### config.mk
export PLATFORM = sky130hd
export DESIGN_NAME = wptr_full_gen
export DESIGN_NICKNAME = d
export VERILOG_FILES = /design/src/rtl/fifo_pkg.sv /design/src/rtl/gray_to_bin.sv /design/src/rtl/wptr_full_gen.sv
export SDC_FILE = /design/constraint.sdc
export NUM_CORES = 1
export LEC_CHECK = 0
export CORE_AREA = 3 3 40 42
export CTS_CLUSTER_SIZE = 8
export DETAILED_ROUTE_END_ITERATION = 8
export DIE_AREA = 0 0 43 45
export HOLD_SLACK_MARGIN = 0.12
export PLACE_DENSITY_LB_ADDON = 0.1
export SLEW_MARGIN = 20
export SYNTH_ARGS = -nofsm -noshare
export SYNTH_HDL_FRONTEND = slang
export SYNTH_SLANG_ARGS = --single-unit
### constraint.sdc
create_clock -name clk -period 2.35 [get_ports clk]
set_clock_uncertainty 0.1 [all_clocks]
set_input_delay 0.3525 -clock clk [delete_from_list [all_inputs] [get_ports clk]]
set_output_delay 0.3525 -clock clk [all_outputs]
set_load 0.005 [all_outputs]
### src/rtl/fifo_pkg.sv
// Shared async-FIFO helpers: pointer width and Gray/binary conversions.
// Used by both the write-side full generator and the read-side empty generator.
package fifo_pkg;

    // Conversions operate on zero-extended values up to this width.
    localparam int unsigned FUNC_W         = 32;
    localparam int unsigned DEF_ADDR_WIDTH = 4;
    localparam int unsigned DEF_PTR_W      = DEF_ADDR_WIDTH + 1;

    function automatic int unsigned ptr_w(input int unsigned addr_width);
        return addr_width + 1;
    endfunction

    function automatic logic [FUNC_W-1:0] bin2gray(input logic [FUNC_W-1:0] b);
        return b ^ (b >> 1);
    endfunction

    // Each binary bit is the XOR of all Gray bits at or above it.
    function automatic logic [FUNC_W-1:0] gray2bin(input logic [FUNC_W-1:0] g);
        logic [FUNC_W-1:0] b;
        b = g;
        for (int unsigned i = 1; i < FUNC_W; i++) begin
            b = b ^ (g >> i);
        end
        return b;
    endfunction

endpackage

### src/rtl/gray_to_bin.sv
// Combinational Gray-to-binary converter, WIDTH bits (WIDTH <= 32).
module gray_to_bin
    import fifo_pkg::*;
#(
    parameter int unsigned WIDTH = 5
) (
    input  logic [WIDTH-1:0] gray,
    output logic [WIDTH-1:0] bin
);

    always_comb begin
        bin = WIDTH'(gray2bin(FUNC_W'(gray)));
    end

endmodule

### src/rtl/wptr_full_gen.sv
// Async FIFO write-side pointer, Gray pointer publication and full/overflow flags.
// Optional WPTR_LEVEL_EN adds registered level and almost_full outputs.
module wptr_full_gen
    import fifo_pkg::*;
#(
    parameter int unsigned ADDR_WIDTH     = 4,
    parameter int unsigned ALMOST_FULL_TH = 12
) (
    input  logic                  clk,
    input  logic                  rst,
    input  logic                  w_en,
    input  logic [ADDR_WIDTH:0]   rptr_sync,
    output logic [ADDR_WIDTH-1:0] waddr,
    output logic [ADDR_WIDTH:0]   wptr,
    output logic                  full,
    output logic                  wr_ack,
    output logic                  overflow
`ifdef WPTR_LEVEL_EN
    ,
    output logic [ADDR_WIDTH:0]   level,
    output logic                  almost_full
`endif
);

    localparam int unsigned PW = ptr_w(ADDR_WIDTH);

    logic [PW-1:0] wbin;
    logic [PW-1:0] wbin_next;
    logic [PW-1:0] wgray_next;
    logic [PW-1:0] full_pattern;
    logic          accept;
    logic          full_next;
    logic          overflow_next;

`ifdef WPTR_LEVEL_EN
    logic [PW-1:0] rbin;
    logic [PW-1:0] level_next;
    logic          almost_full_next;

    gray_to_bin #(
        .WIDTH(PW)
    ) u_rptr_to_bin (
        .gray(rptr_sync),
        .bin (rbin)
    );
`endif

    assign waddr = wbin[ADDR_WIDTH-1:0];

    always_comb begin
        accept        = w_en & ~full;
        wbin_next     = wbin + PW'(accept);
        wgray_next    = PW'(bin2gray(FUNC_W'(wbin_next)));
        // Full when the write pointer is one lap ahead: top two Gray bits inverted.
        full_pattern  = {~rptr_sync[ADDR_WIDTH:ADDR_WIDTH-1], rptr_sync[ADDR_WIDTH-2:0]};
        full_next     = (wgray_next == full_pattern);
        overflow_next = overflow | (w_en & full);
`ifdef WPTR_LEVEL_EN
        level_next       = wbin_next - rbin;
        almost_full_next = (32'(level_next) >= ALMOST_FULL_TH);
`endif
    end

    always_ff @(posedge clk) begin
        if (rst) begin
            wbin        <= '0;
            wptr        <= '0;
            full        <= 1'b0;
            wr_ack      <= 1'b0;
            overflow    <= 1'b0;
`ifdef WPTR_LEVEL_EN
            level       <= '0;
            almost_full <= 1'b0;
`endif
        end else begin
            wbin        <= wbin_next;
            wptr        <= wgray_next;
            full        <= full_next;
            wr_ack      <= accept;
            overflow    <= overflow_next;
`ifdef WPTR_LEVEL_EN
            level       <= level_next;
            almost_full <= almost_full_next;
`endif
        end
    end

endmodule

==> results of run 1 <==
[worst max-delay path: cells and delay by family]
kind	cells	cell delay [ns]
AOI/OAI and AO/OA	2	0.46
xor gates and xnor gates	1	0.14
buffers and inverters	1	0.47
and+or+nand+nor	2	0.47
adders and majority gates	2	0.43
[synthesized netlist by cell type, drive strengths merged]
| library cell | n | area [um^2] |
|---|---|---|
| nor2 | 7 | 26.3 |
| a21oi | 2 | 10.0 |
| nor2b | 4 | 25.0 |
| nand2 | 1 | 3.75 |
| xor2 | 5 | 43.8 |
| a211o | 1 | 8.76 |
| clkbuf | 1 | 3.75 |
| o211ai | 1 | 7.51 |
| ha | 2 | 25.0 |
| dfxtp | 12 | 240 |
| nand2b | 1 | 6.26 |
| a211oi | 1 | 12.5 |
| and3b | 1 | 8.76 |
| nor3b | 1 | 7.51 |
| xnor2 | 6 | 52.6 |
| or3 | 1 | 6.26 |
| or2 | 1 | 6.26 |
| nand3 | 3 | 15.0 |
[power by group]
group | internal (uW) | switching, uW
Clock | 59.2 | 65.7
Sequential | 214 | 5.58
Combinational | 69.3 | 39.8
Total | 343 | 111
[timing repair]
action                                  4_1_cts  5_1_grt
buffers inserted                              0        0
hold buffers                                  0        0
resized for setup                             0        3
endpoints found under the hold margin         0        0
endpoints found under the setup margin        0        1
[state kept, by name, indices dropped and copies added, names as in the netlist]
name and flops:
wptr 5, wbin 4, full 1, overflow 1, wr_ack 1
[worst max path at each step]
stage,start,to,slack (ns),depth (start not counted)
2_1_floorplan,w_en,full,0.26,7
3_3_place_gp,w_en,full,-0.23,8
3_5_place_dp,w_en,full,-0.25,8
4_1_cts,w_en,full,0.01,8
5_1_grt,w_en,full,0.01,8
6_report,w_en,full,0.12,8
[cell families (layout without fill, tap and decap cells)]
group / count (synthesis) / count (layout) / synth area share (%)
compound gates: 5 / 5 / 7.62
xor+xnor: 11 / 11 / 18.9
simple gates: 20 / 20 / 20.6
flops: 12 / 12 / 47.2
buf+inv: 1 / 27 / 0.736
fa+ha+maj: 2 / 2 / 4.91
[layout make-up]
type	instances	area [um^2]
Sequential cell	12	240
Fill cell	121	493
Tap cell	15	18.8
Multi-Input combinational cell	38	283
Timing Repair Buffer	24	228
Clock buffer	3	22.5
[per-layer routing]
| metal | up-vias | GRT usage, % |
|---|---|---|
| met5 | - | 0 |
| met4 | 0 | 5.42 |
| met3 | 2 | 4.38 |
| met2 | 11 | 20.4 |
| met1 | 191 | 13.8 |
| li1 | 222 | - |
[metrics by stage]
step	utilization (%)	instance area [um^2]	worst slack (ns)	hold slack, ns	total power [uW]
6_report	61.6	792	0.120	0.378	454
5_1_grt	61.6	792	0.0115	0.422	480
4_1_cts	60.3	774	0.0143	0.380	453
2_1_floorplan	-	509	0.256	0.324	271
3_5_place_dp	58.5	752	-0.250	0.362	330
3_3_place_gp	58.5	752	-0.234	0.350	329
==> impl_metrics.csv, run 1 <==
group,metric,value,unit
outcome,status,"completed",
global_route,grt_overflow_total,0,
setup_path,slowest_delay,0.47,ns
timing,slew_viol_final,0,
logic_synthesis,ys_seq_elements,12,
logic_synthesis,yosys_warnings,0,
global_route,grtUsageTotal,12.1,%
timing,post-route-period-util,94.9,%
setup_path,required,2.45,ns
clock_network,cts_root_buf,"clkbuf_4",
power,ir_worst_vdd,0.300,mV
placement,hpwl,781,um
global_route,grt_max_degree,13,
clock_network,cts.sink_count,12,
finish,fin_cells,92,
job,cap_violations,0,
die,dieWidth,43,um
setup_path,r2r-end,"full",
hold_path,hold_class,"register to register",
setup_path,cp_slowest_cell,"clkdlybuf4s50_1",
detailed_routing,m1WireLength,453,um
setup_path,start_kind,"input port",
finish,final_nets,89,
global_route,grt_pass1_wl,1.76,mm
die,start_util,39.6,%
timing,rsz0062_at_grt,"no",
detailed_routing,wl_per_cell,11.4,um
placement,gp_congestion,0.793,
timing,max_slew_margin,67.2,%
timing,setup_viol,0,
detailed_routing,routed_wl,1.05,mm
logic_synthesis,syn-num-nets,61,
clock_network,cts_tree,"yes",
timing,tightestPinTransition,0.491,ns
clock_network,clock_latency,0.27,ns
timing,fin_crit,2.23,ns
finish,n_antenna_cell,0,
detailed_routing,ant_nets,0,
global_route,antenna_found_initial,0,
detailed_routing,vias,426,
hold_path,hp-start,"overflow",
setup_path,crit_type,"input port to register",
setup_path,crit_path_max_fanout,3,
detailed_routing,drcViolationCount,0,
hold_path,holdPathEnd,"overflow",
hold_path,hold_depth,2,
detailed_routing,dr.max_layer_used,"met4",
timing,hold_violations,0,
clock_network,htreeDepth,1,
die,fp.dieH,45,um
die,core,1280,um^2
logic_synthesis,syn_area,509,um^2
placement,dp_cells,89,
detailed_routing,drt-initial-drc-count,2,
detailed_routing,wl_met2,513,um
die,rows,13,
setup_path,reg2reg_depth,7,
placement,io_buffers,19,
global_route,grt_pass1_vias,401,
finish,final_cell_mix,"clkdlybuf4s50_1, dfxtp_1, nor2_1",
detailed_routing,vias_per_cell,4.63,
logic_synthesis,synth.distinct_cells,18,
power,p_leak,0.000297,uW
finish,drive_above_1_share,16.9,%
detailed_routing,firstDrtPassIters,2,
timing,setup_tns,0,ns
power,p_per_area,573,nW/um^2
detailed_routing,met3_wirelength,65,um
setup_path,reg2reg_slack,0.36,ns
setup_path,endpoint_kind,"register",
logic_synthesis,postSynthCellCount,51,
finish,syn2layout_area_growth,55.5,%
setup_path,regToRegStartpoint,"full",
setup_path,critPathArrivalTime,2.33,ns
logic_synthesis,ys_seq_area_share,47.2,%
setup_path,path_cells,"clkdlybuf4s50_1 > nor2b_2 > ha_2 > ha_4 > xnor2_1 > or3_1 > a211o_1 > a211oi_2",
finish,final_common_cell,"clkdlybuf4s50_1",
die,io_pins,20,
timing,fmax,0.448,GHz
die,die-area,1940,um^2
clock_network,cts_inserted_buffers,3,
clock_network,clkSlewWorstSetupHoldPaths,0.07,ns
clock_network,clockBufferDepth,2,
logic_synthesis,syn_area_per_cell,9.99,um^2
No activity file was read; power rests on OpenSTA's default activity.
==> inputs of run 2 (changes only) <==
--- a/config.mk
+++ b/config.mk
@@ -5,13 +5,12 @@
 export SDC_FILE = /design/constraint.sdc
 export NUM_CORES = 1
 export LEC_CHECK = 0
-export CORE_AREA = 3 3 40 42
+export CORE_MARGIN = 3
+export CORE_UTILIZATION = 36
 export CTS_CLUSTER_SIZE = 8
 export DETAILED_ROUTE_END_ITERATION = 8
-export DIE_AREA = 0 0 43 45
 export HOLD_SLACK_MARGIN = 0.12
 export PLACE_DENSITY_LB_ADDON = 0.1
-export SLEW_MARGIN = 20
 export SYNTH_ARGS = -nofsm -noshare
 export SYNTH_HDL_FRONTEND = slang
 export SYNTH_SLANG_ARGS = --single-unit
==> constraint.sdc (replaced) <==
create_clock -name clk -period 2 [get_ports clk]
set_clock_uncertainty 0.1 [all_clocks]
set_input_delay 0.3 -clock clk [delete_from_list [all_inputs] [get_ports clk]]
set_output_delay 0.3 -clock clk [all_outputs]
set_load 0.005 [all_outputs]
==> impl_metrics.csv, run 2 (synthesis gave the netlist of run 1 again) <==
group,metric,value,unit
detailed_routing,ant_nets,0,
timing,tightestPinTransition,0.480,ns
power,p_per_area,640,nW/um^2
clock_network,clock_latency,0.27,ns
die,dieWidth,43.6,um
timing,slew_viol_final,0,
global_route,use_met3,4.15,%
global_route,grt_pass1_vias,431,
setup_path,required,2.09,ns
global_route,grt_max_degree,9,
timing,hold_ws,0.317,ns
finish,fill_cells,99,
placement,gp_congestion,0.812,
job,cap_violations,0,
timing,max_slew_margin,67.9,%
setup_path,slowest_delay,0.34,ns
outcome,status,"completed",
finish,final_common_cell,"clkdlybuf4s50_1",
timing,fmax,0.527,GHz
global_route,use_met2,18.6,%
die,rows,12,
die,start_util,41.9,%
setup_path,endpoint_kind,"register",
clock_network,cts_root_buf,"clkbuf_4",
setup_path,crit_path_max_fanout,3,
power,p_leak,0.000341,uW
timing,setup_viol,0,
die,io_pins,20,
clock_network,clockBufferDepth,2,
die,core,1220,um^2
placement,post_dp_cell_area,793,um^2
finish,n_antenna_cell,0,
global_route,antenna_found_initial,0,
detailed_routing,routed_wl,1.04,mm
clock_network,cts_tree,"yes",
finish,final_nets,95,
finish,top_regs,"wptr x5, wbin x4",
clock_network,htreeDepth,1,
clock_network,clkSlewWorstSetupHoldPaths,0.07,ns
placement,io_buffers,19,
timing,hold_violations,0,
die,die-area,1900,um^2
timing,fin_crit,1.90,ns
finish,largest_reg_flops,5,
setup_path,path_common_cell,"ha_4",
finish,drive_above_1_share,25.3,%
detailed_routing,vias_per_cell,4.55,
global_route,busiest_layer,"met2",
finish,regMostFlops,"wptr",
power,ir_worst_vdd,0.393,mV
global_route,grt_pass1_wl,1.70,mm
detailed_routing,vias,441,
placement,hpwl,773,um
setup_path,cp_slowest_cell,"dfxtp_2",
global_route,grt_overflow_total,0,
global_route,grtUsageTotal,12.3,%
clock_network,cts_inserted_buffers,3,
setup_path,critPathArrivalTime,1.99,ns
finish,final_cell_mix,"clkdlybuf4s50_1, dfxtp_1, buf_4",
finish,design_area,858,um^2
detailed_routing,wl_per_cell,10.8,um
timing,rsz0062_at_grt,"no",
hold_path,hold_class,"input port to register",
setup_path,path_cells,"nor2b_4 > ha_4 > ha_4 > xnor2_2 > or3_1 > a211o_1 > a211oi_2",
detailed_routing,drcViolationCount,0,
global_route,grt_util_met1,14.2,%
die,fp.dieH,43.6,um
clock_network,cts.sink_count,12,
setup_path,crit_type,"register to register",
setup_path,start_kind,"register",
finish,syn2layout_area_growth,68.6,%
timing,post-route-period-util,94.8,%
detailed_routing,drt-initial-drc-count,2,
detailed_routing,firstDrtPassIters,3,
-- run 2: changes by cell type in the layout (fill, tap and decap cells not counted), sizes merged --
cell           change
buf                +6
dlygate4sd2        +1
clkdlybuf4s50      -1
-- run 2: power breakdown --
group	leakage (uW)	switching, uW	internal (uW)
Sequential	0.0000983	8.05	252
Clock	0.0000138	77.9	69.5
Combinational	0.000229	49.8	91.6
Total	0.000341	136	413
-- run 2: path summary, 6_finish.rpt --
path                  from  endpoint  slack [ns]  cells past startpoint
hold / removal        w_en  overflow        0.32                      3
hold reg to reg   overflow  overflow        0.38                      2
setup reg to reg      full      full        0.10                      7
setup / recovery      full      full        0.10                      7
-- run 2: metrics by stage --
step	worst slack, ns	std cells	total power (uW)	utilization [%]	TNS (ns)
after floorplan	0.00935	51	323	-	0
after global placement	-0.458	92	393	65.2	-1.48
after detailed placement	-0.507	92	394	65.2	-1.70
after CTS	0.0422	96	555	69.9	0
after global routing	0.00356	97	581	70.6	0
final	0.103	97	549	70.6	0
-- run 2: layout make-up --
class / count / area, um^2 / share of cell area [%]
Sequential cell: 12 / 241 / 28.1
Clock buffer: 3 / 22.5 / 2.62
Timing Repair Buffer: 30 / 272 / 31.6
Multi-Input combinational cell: 38 / 305 / 35.6
Tap cell: 14 / 17.5 / 2.04
-- run 2: critical path: cells and delay by family, from the launching register on --
family                     cells  cell delay (ns)
DFF                            1             0.34
and+or+nand+nor                2             0.42
adders and majority gates      2             0.35
AOI/OAI and AO/OA              2             0.46
xor gates and xnor gates       1             0.14
-- run 2: per-layer routing --
| metal | wire, um | vias up |
|---|---|---|
| li1 | - | 233 |
| met1 | 466 | 192 |
| met2 | 483 | 14 |
| met3 | 88 | 2 |
| met4 | 6 | 0 |
| met5 | 0 | - |
-- run 2: what timing repair did --
action | in CTS | in global routing
gates cloned | 0 | 0
hold buffers | 0 | 0
setup endpoints to repair | 2 | 1
setup buffers | 1 | 1
gates resized for setup | 6 | 1
pin swaps | 2 | 2
